===== src/rtl/sm_sub_sequencer_pkg.sv =====
// Shared definitions for the sign-magnitude subtract sequencer.
//   state_t   : sequencer FSM states (await A, await B, result held)
//   N_DEFAULT : default operand/result width
//   sm_sign   : sign field (bit n-1) of an n-bit sign-magnitude word
//   sm_mag    : magnitude field (bits n-2:0) of an n-bit sign-magnitude word
// The helpers take the word zero-extended to 64 bits plus its width, so any
// N up to 64 can share them; callers truncate the result to their own width.
package sm_sub_sequencer_pkg;

  localparam int unsigned N_DEFAULT = 8;

  typedef enum logic [1:0] {
    S_A,
    S_B,
    S_OUT
  } state_t;

  function automatic logic sm_sign(input logic [63:0] w, input int unsigned n);
    return |(w & (64'd1 << (n - 1)));
  endfunction

  function automatic logic [63:0] sm_mag(input logic [63:0] w, input int unsigned n);
    return w & ((64'd1 << (n - 1)) - 64'd1);
  endfunction

endpackage


===== src/rtl/sm_sub_sequencer_sub.sv =====
// Combinational sign-magnitude subtractor: computes A-B.
//   a, b  : N-bit sign-magnitude operands
//   sign  : raw result sign (may describe a negative zero)
//   mag   : raw N-1 bit result magnitude (wrapped on overflow)
//   carry : magnitude overflow (only possible when operand signs differ)
// Saturation and zero normalisation are applied by the caller.
module sm_sub_sequencer_sub
  import sm_sub_sequencer_pkg::*;
#(
  parameter int unsigned N = N_DEFAULT
) (
  input  logic [N-1:0] a,
  input  logic [N-1:0] b,
  output logic         sign,
  output logic [N-2:0] mag,
  output logic         carry
);

  localparam int unsigned MW = N - 1;

  logic          sa;
  logic          sb;
  logic [N-2:0]  ma;
  logic [N-2:0]  mb;
  logic [N-1:0]  sum;

  assign sa  = sm_sign(64'(a), N);
  assign sb  = sm_sign(64'(b), N);
  assign ma  = MW'(sm_mag(64'(a), N));
  assign mb  = MW'(sm_mag(64'(b), N));
  assign sum = {1'b0, ma} + {1'b0, mb};

  always_comb begin
    sign  = sa;
    mag   = '0;
    carry = 1'b0;
    if (sa == sb) begin
      // Same signs: subtract the smaller magnitude from the larger one;
      // the sign flips when B dominates.
      if (ma >= mb) begin
        mag  = ma - mb;
        sign = sa;
      end else begin
        mag  = mb - ma;
        sign = ~sa;
      end
    end else begin
      mag   = sum[N-2:0];
      carry = sum[N-1];
      sign  = sa;
    end
  end

endmodule


===== src/rtl/sm_sub_sequencer.sv =====
// Two-operand sign-magnitude subtract sequencer.
// Accepts A then B on a valid/ready input, registers A-B and holds it on a
// valid/ready output until taken, counting completed output handshakes.
//   i_clk, i_rst_n     : clock, asynchronous active-low reset
//   i_data, i_valid    : operand input (A first, then B)
//   o_ready            : operand accepted this cycle (S_A, S_B)
//   o_result, o_carry  : registered A-B and magnitude overflow flag
//   o_valid, i_ready   : result handshake
//   i_flush            : synchronous abort, back to S_A, A cleared
//   o_op_cnt           : completed output handshakes, wraps at 256
// Build option: define SM_SUB_SAT_EN to saturate the magnitude to all ones
// on overflow (sign kept, o_carry still 1); otherwise the magnitude wraps.
module sm_sub_sequencer
  import sm_sub_sequencer_pkg::*;
#(
  parameter int unsigned N = N_DEFAULT
) (
  input  logic         i_clk,
  input  logic         i_rst_n,
  input  logic [N-1:0] i_data,
  input  logic         i_valid,
  output logic         o_ready,
  output logic [N-1:0] o_result,
  output logic         o_carry,
  output logic         o_valid,
  input  logic         i_ready,
  input  logic         i_flush,
  output logic [7:0]   o_op_cnt
);

  state_t        state;
  state_t        state_next;
  logic [N-1:0]  a_reg;
  logic          a_load;
  logic          a_clear;
  logic          res_load;
  logic          cnt_inc;

  logic          sub_sign;
  logic [N-2:0]  sub_mag;
  logic          sub_carry;
  logic [N-2:0]  mag_fin;
  logic [N-1:0]  result_next;

  sm_sub_sequencer_sub #(
    .N(N)
  ) u_sub (
    .a    (a_reg),
    .b    (i_data),
    .sign (sub_sign),
    .mag  (sub_mag),
    .carry(sub_carry)
  );

  // Saturation then zero normalisation; a zero magnitude is always +0.
  always_comb begin
    mag_fin = sub_mag;
`ifdef SM_SUB_SAT_EN
    if (sub_carry) begin
      mag_fin = '1;
    end
`endif
    if (mag_fin == '0) begin
      result_next = '0;
    end else begin
      result_next = {sub_sign, mag_fin};
    end
  end

  always_ff @(posedge i_clk or negedge i_rst_n) begin
    if (!i_rst_n) begin
      state <= S_A;
    end else begin
      state <= state_next;
    end
  end

  always_comb begin
    state_next = state;
    a_load     = 1'b0;
    a_clear    = 1'b0;
    res_load   = 1'b0;
    cnt_inc    = 1'b0;
    o_ready    = 1'b0;
    o_valid    = 1'b0;
    case (state)
      S_A: begin
        o_ready = 1'b1;
        if (i_valid) begin
          a_load     = 1'b1;
          state_next = S_B;
        end
      end
      S_B: begin
        o_ready = 1'b1;
        if (i_valid) begin
          res_load   = 1'b1;
          state_next = S_OUT;
        end
      end
      S_OUT: begin
        o_valid = 1'b1;
        if (i_ready) begin
          cnt_inc    = 1'b1;
          state_next = S_A;
        end
      end
      default: state_next = S_A;
    endcase
    // Flush wins over any coincident handshake in either direction.
    if (i_flush) begin
      state_next = S_A;
      a_load     = 1'b0;
      res_load   = 1'b0;
      cnt_inc    = 1'b0;
      a_clear    = 1'b1;
    end
  end

  always_ff @(posedge i_clk or negedge i_rst_n) begin
    if (!i_rst_n) begin
      a_reg <= '0;
    end else if (a_clear) begin
      a_reg <= '0;
    end else if (a_load) begin
      a_reg <= i_data;
    end
  end

  always_ff @(posedge i_clk or negedge i_rst_n) begin
    if (!i_rst_n) begin
      o_result <= '0;
      o_carry  <= 1'b0;
    end else if (res_load) begin
      o_result <= result_next;
      o_carry  <= sub_carry;
    end
  end

  always_ff @(posedge i_clk or negedge i_rst_n) begin
    if (!i_rst_n) begin
      o_op_cnt <= '0;
    end else if (cnt_inc) begin
      o_op_cnt <= o_op_cnt + 8'd1;
    end
  end

endmodule


===== config.mk =====
export PLATFORM = sky130hd
export DESIGN_NAME = sm_sub_sequencer
export DESIGN_NICKNAME = d
export VERILOG_FILES = /design/src/rtl/sm_sub_sequencer_pkg.sv /design/src/rtl/sm_sub_sequencer_sub.sv /design/src/rtl/sm_sub_sequencer.sv
export SDC_FILE = /design/constraint.sdc
export NUM_CORES = 1
export LEC_CHECK = 0
export CORE_MARGIN = 4
export CORE_UTILIZATION = 54
export DETAILED_ROUTE_END_ITERATION = 8
export PLACE_DENSITY = 0.86
export SETUP_SLACK_MARGIN = 0.02
export SYNTH_ARGS = -nofsm -noshare
export SYNTH_HDL_FRONTEND = slang
export SYNTH_SLANG_ARGS = --single-unit
export TNS_END_PERCENT = 30

===== constraint.sdc =====
create_clock -name i_clk -period 3 [get_ports i_clk]
set_input_delay 0.6 -clock i_clk [delete_from_list [all_inputs] [get_ports i_clk]]
set_output_delay 0.6 -clock i_clk [all_outputs]
set_load 0.05 [all_outputs]

Word-level counts from Yosys, hierarchy flattened:

Index checks and enable logic that the tools add are counted.

* register bits after elaboration: 27
* bits of input ports: 13
* word-level logic and storage cells: 46

* $add $sub $neg: 4
* order comparisons: 1
* equal/unequal tests: 6
* muxes and demuxes: 24
* bitwise gates (word level): 1
* reduce and logical (&&, ||, !) cells: 5

Operators with widths (number)
* two-way mux 8 bit: 3
* two-way mux 1 bit: 14
* two-way mux 7 bit: 2
* subtractor 7 bit: 2
* != test 3 bit (second input constant): 3
* adder 7 x 7 -> 8 bit: 1
* adder 8 x 1 -> 8 bit (second input constant): 1
* two-way mux 2 bit: 4
* greater-or-equal comparator 7 bit: 1
* zero test 7 bit: 1
* one-hot mux 2 bit (3 select lines): 1
* AND reduction 3 bit: 1
* == test 2 x 1 -> 1 bit (second input constant): 1
* == test 2 bit (second input constant): 1
* zero test 2 bit: 1
* nonzero test 2 bit: 1
* OR reduction 2 bit: 1
* == test 1 bit: 1
* inverter 1 bit: 1

Longest topological paths before layout:

* depth in word-level cells: 5
* depth in mapped cells: 10
* depth with buffers taken out: 10

By module:

Synthesis repeated with hierarchy kept, for this count alone.

* cells, all modules: 202
* area, all modules: 2062.0 µm²

Modules (own cells, without submodules)
* sm_sub_sequencer: times used 1, cells each 90, area an instance 1194.9 µm², seq. area each 675.6 µm²
* sm_sub_sequencer_sub: times used 1, cells each 112, area an instance 867.1 µm², seq. area each 0.0 µm²

Worst setup path after synthesis:

No wires, ideal clock.

* path kind: input to register
* start: in i_data[5]
* end: reg o_result[7]
* arrival time: 2.402 ns
* path slack: 0.455 ns
* stages on the path: 10
* buffers on the path: 1
* cells stage by stage: inv_1 -> ha_1 -> buf_6 -> a21oi_2 -> a21oi_2 -> a211o_2 -> a221oi_2 -> o21ai_1 -> a2111oi_2 -> a31oi_1

* word-level cells in the longest chain between the ends: 5
* elaborated cells between the ends (all ways): 10

RTL lines
* start, declared: line sm_sub_sequencer.sv:20 `input logic [N-1:0] i_data,`
* subtractor 7 bit (tied with other cells): line sm_sub_sequencer_sub.sv:44 `mag = mb - ma;`
* two-way mux 7 bit: line sm_sub_sequencer_sub.sv:40 `if (ma >= mb) begin`
* two-way mux 7 bit: line sm_sub_sequencer_sub.sv:37 `if (sa == sb) begin`
* zero test 7 bit: line sm_sub_sequencer.sv:63 `if (mag_fin == '0) begin`
* two-way mux 8 bit (*): line sm_sub_sequencer.sv:63
* end signal, assigned: line sm_sub_sequencer.sv:135 `o_result <= result_next;`
* end, declared: line sm_sub_sequencer.sv:23 `output logic [N-1:0] o_result,`

Every way passes the cells marked *; elsewhere a longest branch is shown, timed or not.
A chain may end at the register's enable or synchronous reset.

Worst setup path after layout:

* start: in i_data[0]
* end: reg o_result[7]

Same word-level chain as after synthesis.

==> impl_metrics.py <==
metrics = {
    "floorplanning": {
        "num_io_pins": 32,
        "dieArea_um2": 4980,
        "fp.coreArea_um2": 3720,
        "die_x_um": 70.5,
        "die_h_um": 70.5,
        "start_util_pct": 56.8,
        "rows": 22,
    },
    "logic_synthesis": {
        "synth_top_flop_cell": "dfrtp_1",
        "synth_cell_types": 53,
        "yosys-top-cells-count": "dfrtp_1, nor2_1, ha_1",
        "synth.cell_area_um2": 2110,
        "yosysTopAreaCell": "dfrtp_1",
        "syn-instance-count": 232,
        "ys_ff_latch": 27,
        "async_flop_share_pct": 100,
        "yosysTopAreaCellShare_pct": 32.0,
        "ys_seq_area_share_pct": 32.0,
        "yosys_warnings": 0,
        "synth.area.top_cells": "dfrtp_1, ha_1, nor2_1",
        "avgSynthCellArea_um2": 9.10,
        "synth_edf_count": 0,
        "synth_most_common_cell": "dfrtp_1",
        "synth_fp_nets": 270,
    },
    "cts": {
        "cts_root_buf": "clkbuf_8",
        "ctsLongestPathBuffers": 2,
        "post_cts_buffers": 0,
        "hold_buffers": 0,
        "clock_sinks": 27,
        "cts.clk_slew.worst_paths_ns": 0.10,
        "cts_resized": 0,
        "cts_tree": "done",
        "h-tree-depth": 1,
        "cts_buffers": 3,
        "clk_latency_ns": 0.28,
    },
    "route": {
        "ant_nets": 0,
        "drt_iter0_drc": 87,
        "wl_met2_mm": 2.66,
        "met3_length_um": 283,
        "top_layer": "met4",
        "wl_met1_mm": 2.27,
        "via_per_inst": 5.50,
        "finalWirelength_mm": 5.36,
        "routed-via-count": 1899,
        "wl_per_cell_um": 15.5,
        "drtPass1Iterations": 4,
        "drc_errors": 0,
    },
    "timing": {
        "worst_slew_pin_slew_ns": 0.549,
        "max_freq_ghz": 0.344,
        "fin_worst_skew_ns": 0.00149,
        "final-max-slew-violation-count": 0,
        "period_needed_ns": 2.90,
        "finalHoldViolations": 0,
        "slew_headroom_pct": 63.3,
        "finalCritPeriodShare_pct": 96.8,
        "setup_viol": 0,
    },
    "global_routing": {
        "grt_usage_pct": 22.1,
        "grt.overflow.total": 0,
        "grt_pass1_wl_mm": 8.74,
        "grt_pass1_vias": 1927,
        "grt_max_degree": 28,
        "grt_antenna_before_repair": 0,
    },
    "hold_path": {
        "hold_path_end": "state[0]",
        "min-delay-path-class": "reg -> reg",
        "min_path_cells": 1,
        "worstHoldStart": "state[1]",
    },
    "pwr": {
        "p_total_w": 0.00149,
        "ir_drop_mv": 0.213,
        "powerDensity_nw_per_um2": 531,
        "p_leak_nw": 1.29,
    },
    "final_layout": {
        "syn2layout_area_growth_pct": 32.8,
        "fin_area_um2": 2810,
        "nFillCells": 267,
        "drive_gt1_share_pct": 22.6,
        "fin_nets": 336,
        "antenna_cells": 0,
    },
    "critical_path": {
        "arrival_ns": 3.08,
        "cp-end-kind": "flop",
        "worstPathRequired_ns": 3.17,
        "path_delay_family": "compound AO/OA/AOI/OAI gates",
        "crit_buf_inv": 2,
        "cp_max_fo": 5,
        "start_kind": "primary input",
        "critPathSlowestCell": "clkdlybuf4s50_1",
        "r2r_start": "a_reg[0]",
        "reg2reg_depth": 11,
        "timing.rr.end": "o_result[6]",
        "slowest_delay_ns": 0.50,
        "path_cells": "clkdlybuf4s50_1, inv_1, ha_1, nor2b_2, o21ai_4, a211o_2, a221oi_4, o21ai_2, a2111oi_4, a31oi_1",
        "ff2ff_setup_slack_ns": 0.54,
        "worst-setup-path-type": "in -> reg",
    },
    "placed_design": {
        "placed_area_um2": 2710,
        "routabilityCongestion": 0.961,
        "place_hpwl_mm": 4.27,
        "portBuffers": 31,
    },
    "job": {
        "maxCapViolCount": 0,
    },
    "outcome": {
        "status": "complete, no violations",
    },
}
## kinds of logic after synthesis
| family | share of synthesized area [%] |
|---|---|
| flip-flops | 32.0 |
| XOR/XNOR | 4.56 |
| multiplexers | 3.02 |
| AND/OR/NAND/NOR | 19.9 |
| AO/OA/AOI/OAI | 18.2 |
| buffers and inverters | 6.46 |
| adder cells (fa/ha/maj) | 15.9 |
## layout make-up
cell class	count	area (um^2)	area share [%]
clock buffers	3	41.3	1.47
flip-flops and latches	27	676	24.1
multi-input cells	178	1350	48.1
repair buffers	70	603	21.5
clock inverters	1	7.51	0.268
inverters	18	67.6	2.41
well taps	48	60.1	2.14
## worst max path at each step
| stage | from | to | cells past startpoint |
|---|---|---|---|
| 2_1_floorplan | i_data[5] | o_result[7] | 10 |
| 3_3_place_gp | i_data[2] | o_result[7] | 11 |
| 3_5_place_dp | i_data[2] | o_result[7] | 11 |
| 4_1_cts | i_data[2] | o_result[6] | 13 |
| 5_1_grt | i_data[0] | o_result[7] | 10 |
| 6_report | i_data[0] | o_result[7] | 10 |
## power by group
| group | internal (W) | switching (W) |
|---|---|---|
| registers | 0.000433 | 0.0000555 |
| clock network | 0.0000948 | 0.000129 |
| logic | 0.000304 | 0.000473 |
## layout by cell type, fill, tap and decap left out, types with 2 or more instances in the layout
| master | netlist | routed |
|---|---|---|
| clkdlybuf4s50_1 | 0 | 31 |
| a21o_1 | 2 | 2 |
| ha_1 | 22 | 20 |
| or2_2 | 3 | 3 |
| o211ai_1 | 2 | 2 |
| ha_2 | 0 | 2 |
| a31oi_1 | 3 | 3 |
| clkbuf_8 | 0 | 3 |
| nor2b_1 | 4 | 3 |
| inv_1 | 18 | 17 |
| nor3b_1 | 2 | 2 |
| a21oi_1 | 15 | 15 |
| buf_4 | 1 | 39 |
| or3_1 | 2 | 2 |
| dfrtp_1 | 27 | 27 |
| o21bai_1 | 2 | 2 |
| nand2_1 | 18 | 18 |
| o41ai_1 | 2 | 2 |
| nand3_1 | 5 | 5 |
| nor3_1 | 6 | 6 |
| mux2_2 | 3 | 3 |
| or4_1 | 2 | 2 |
| nor2_1 | 25 | 25 |
| fa_1 | 3 | 3 |
| xnor2_1 | 7 | 7 |
| nand2b_1 | 2 | 2 |
| nand4_1 | 4 | 4 |
| o21ai_0 | 12 | 11 |
| xor2_1 | 4 | 4 |
| a21oi_4 | 1 | 2 |
| and4_1 | 2 | 2 |
| mux2i_1 | 3 | 3 |
## metal layers
layer	up-vias	global-route usage, %
met5	-	0
met4	0	8.98
met3	11	2.27
met2	60	39.1
met1	889	27.4
li1	939	-
## stage by stage
stage / setup WS [ns] / hold WS (ns) / util, % / TNS [ns] / instances
4_1_cts: 0.168 / 0.467 / 74.1 / 0 / 345
6_report: 0.0956 / 0.463 / 75.5 / 0 / 345
2_1_floorplan: 0.455 / 0.304 / - / 0 / 232
3_3_place_gp: -0.114 / 0.445 / 72.8 / -0.230 / 341
3_5_place_dp: -0.134 / 0.453 / 72.8 / -0.346 / 341
5_1_grt: -0.0257 / 0.496 / 75.5 / -0.0257 / 345
(Power assumes the default switching activity.)
==> variant: new RTL, same settings <==
Register the output `o_op_cnt` once more, without a reset; this adds one clock of latency there. The other outputs are not delayed to match.
--- a/src/rtl/sm_sub_sequencer.sv
+++ b/src/rtl/sm_sub_sequencer.sv
@@ -27,6 +27,8 @@
   input  logic         i_flush,
   output logic [7:0]   o_op_cnt
 );
+
+  logic [7:0] o_op_cnt_s0;
 
   state_t        state;
   state_t        state_next;
@@ -139,10 +141,14 @@
 
   always_ff @(posedge i_clk or negedge i_rst_n) begin
     if (!i_rst_n) begin
-      o_op_cnt <= '0;
+      o_op_cnt_s0 <= '0;
     end else if (cnt_inc) begin
-      o_op_cnt <= o_op_cnt + 8'd1;
+      o_op_cnt_s0 <= o_op_cnt_s0 + 8'd1;
     end
+  end
+
+  always_ff @(posedge i_clk) begin
+    o_op_cnt <= o_op_cnt_s0;
   end
 
 endmodule
Behaviour: not the same (Yosys sat finds a counterexample within 4 cycles, from zero or initial values and one cycle with i_rst_n low).
==> variant against the unedited design <==
  * Count of clock-buffer cells in the layout rose by 2
  * Sequential cell count rose by 8
  * Synthesized area rose by 5.9%
  * Core utilization fell by 1.2 points
  * Setup slack got worse by 0.016 ns
  * Clock power rose by 92%
  * Largest cell class unchanged
  * Final area rose by 6.0%
  * Routed wire length fell by 1.7%
  * Critical endpoint unchanged
  * Total power rose by 19%
  * Critical path depth rose by 1
==> variant: results (changes against the unedited design) <==
metric	value	unit	change
drive_gt1_share	19.6	%	was 22.6%
inv_count	19		was 18
placed_area	2850	um^2	was 2710 um^2
fill_cells	306		was 267
dp_cells	343		was 341
avgRoutedWirePerCell	15.0	um	was 15.5 um
crit_fanout	7		was 5
synthMuxAreaShare	4.53	%	was 3.02%
buffers	69		was 70
routed_wl	5260	um	was 5360 um
synthTopCellsByArea	dfrtp_1, ha_1, dfxtp_1		was dfrtp_1, ha_1, nor2_1
grt_pass1_vias	1925		was 1,927
whs	0.400	ns	was 0.463 ns
buffer_area_share	20.5	%	was 21.5%
dp_hpwl	4150	um	was 4270 um
track_usage	21.6	%	was 22.1%
p_clk_share	24.1	%	was 15.0%
synth_xor_area_share	5.09	%	was 4.56%
multiInputGateArea	1280	um^2	was 1350 um^2
finalClockSkew	0.0112	ns	was 0.00149 ns
status	complete, no violations		unchanged
p_leak	0.00148	uW	was 0.00129 uW
reg2reg_setup_slack	0.50	ns	was 0.54 ns
use_met1	26.5	%	was 27.4%
synth_fa_ha_area_share	15.0	%	was 15.9%
max-vdd-ir-drop	0.235	mV	was 0.213 mV
grt_pass1_wl	8760	um	was 8740 um
wl_met2	2730	um	was 2660 um
synthArstFlopShare	77.1	%	was 100%
vias_per_cell	5.41		was 5.50
multi_input_cells	170		was 178
syn_area_per_cell	9.56	um^2	was 9.10 um^2
m1WireLength	2260	um	was 2270 um
-- variant: cell types whose count changed in the layout (fill, tap and decap cells not counted), sizes merged, moves of 3 or more --
cell,change
nand3b,+4
mux2i,+6
o21ai,-4
a21oi,+4
nor3,-5
dfxtp,+8
a31oi,-3
-- variant: path summary, 6_finish.rpt --
kind	cells after the start	to	start
max in group asynchronous	2	o_op_cnt_s0[7]$_DFFE_PN0P_	i_rst_n
hold reg to reg	0	o_op_cnt[7]$_DFF_P_	o_op_cnt_s0[7]$_DFFE_PN0P_
min in group asynchronous	2	o_result[3]$_DFFE_PN0P_	i_rst_n
setup / recovery	11	o_result[7]$_DFFE_PN0P_	i_data[2]
hold / removal	0	o_op_cnt[7]$_DFF_P_	o_op_cnt_s0[7]$_DFFE_PN0P_
setup reg to reg	9	o_result[7]$_DFFE_PN0P_	a_reg[1]$_DFFE_PN0P_
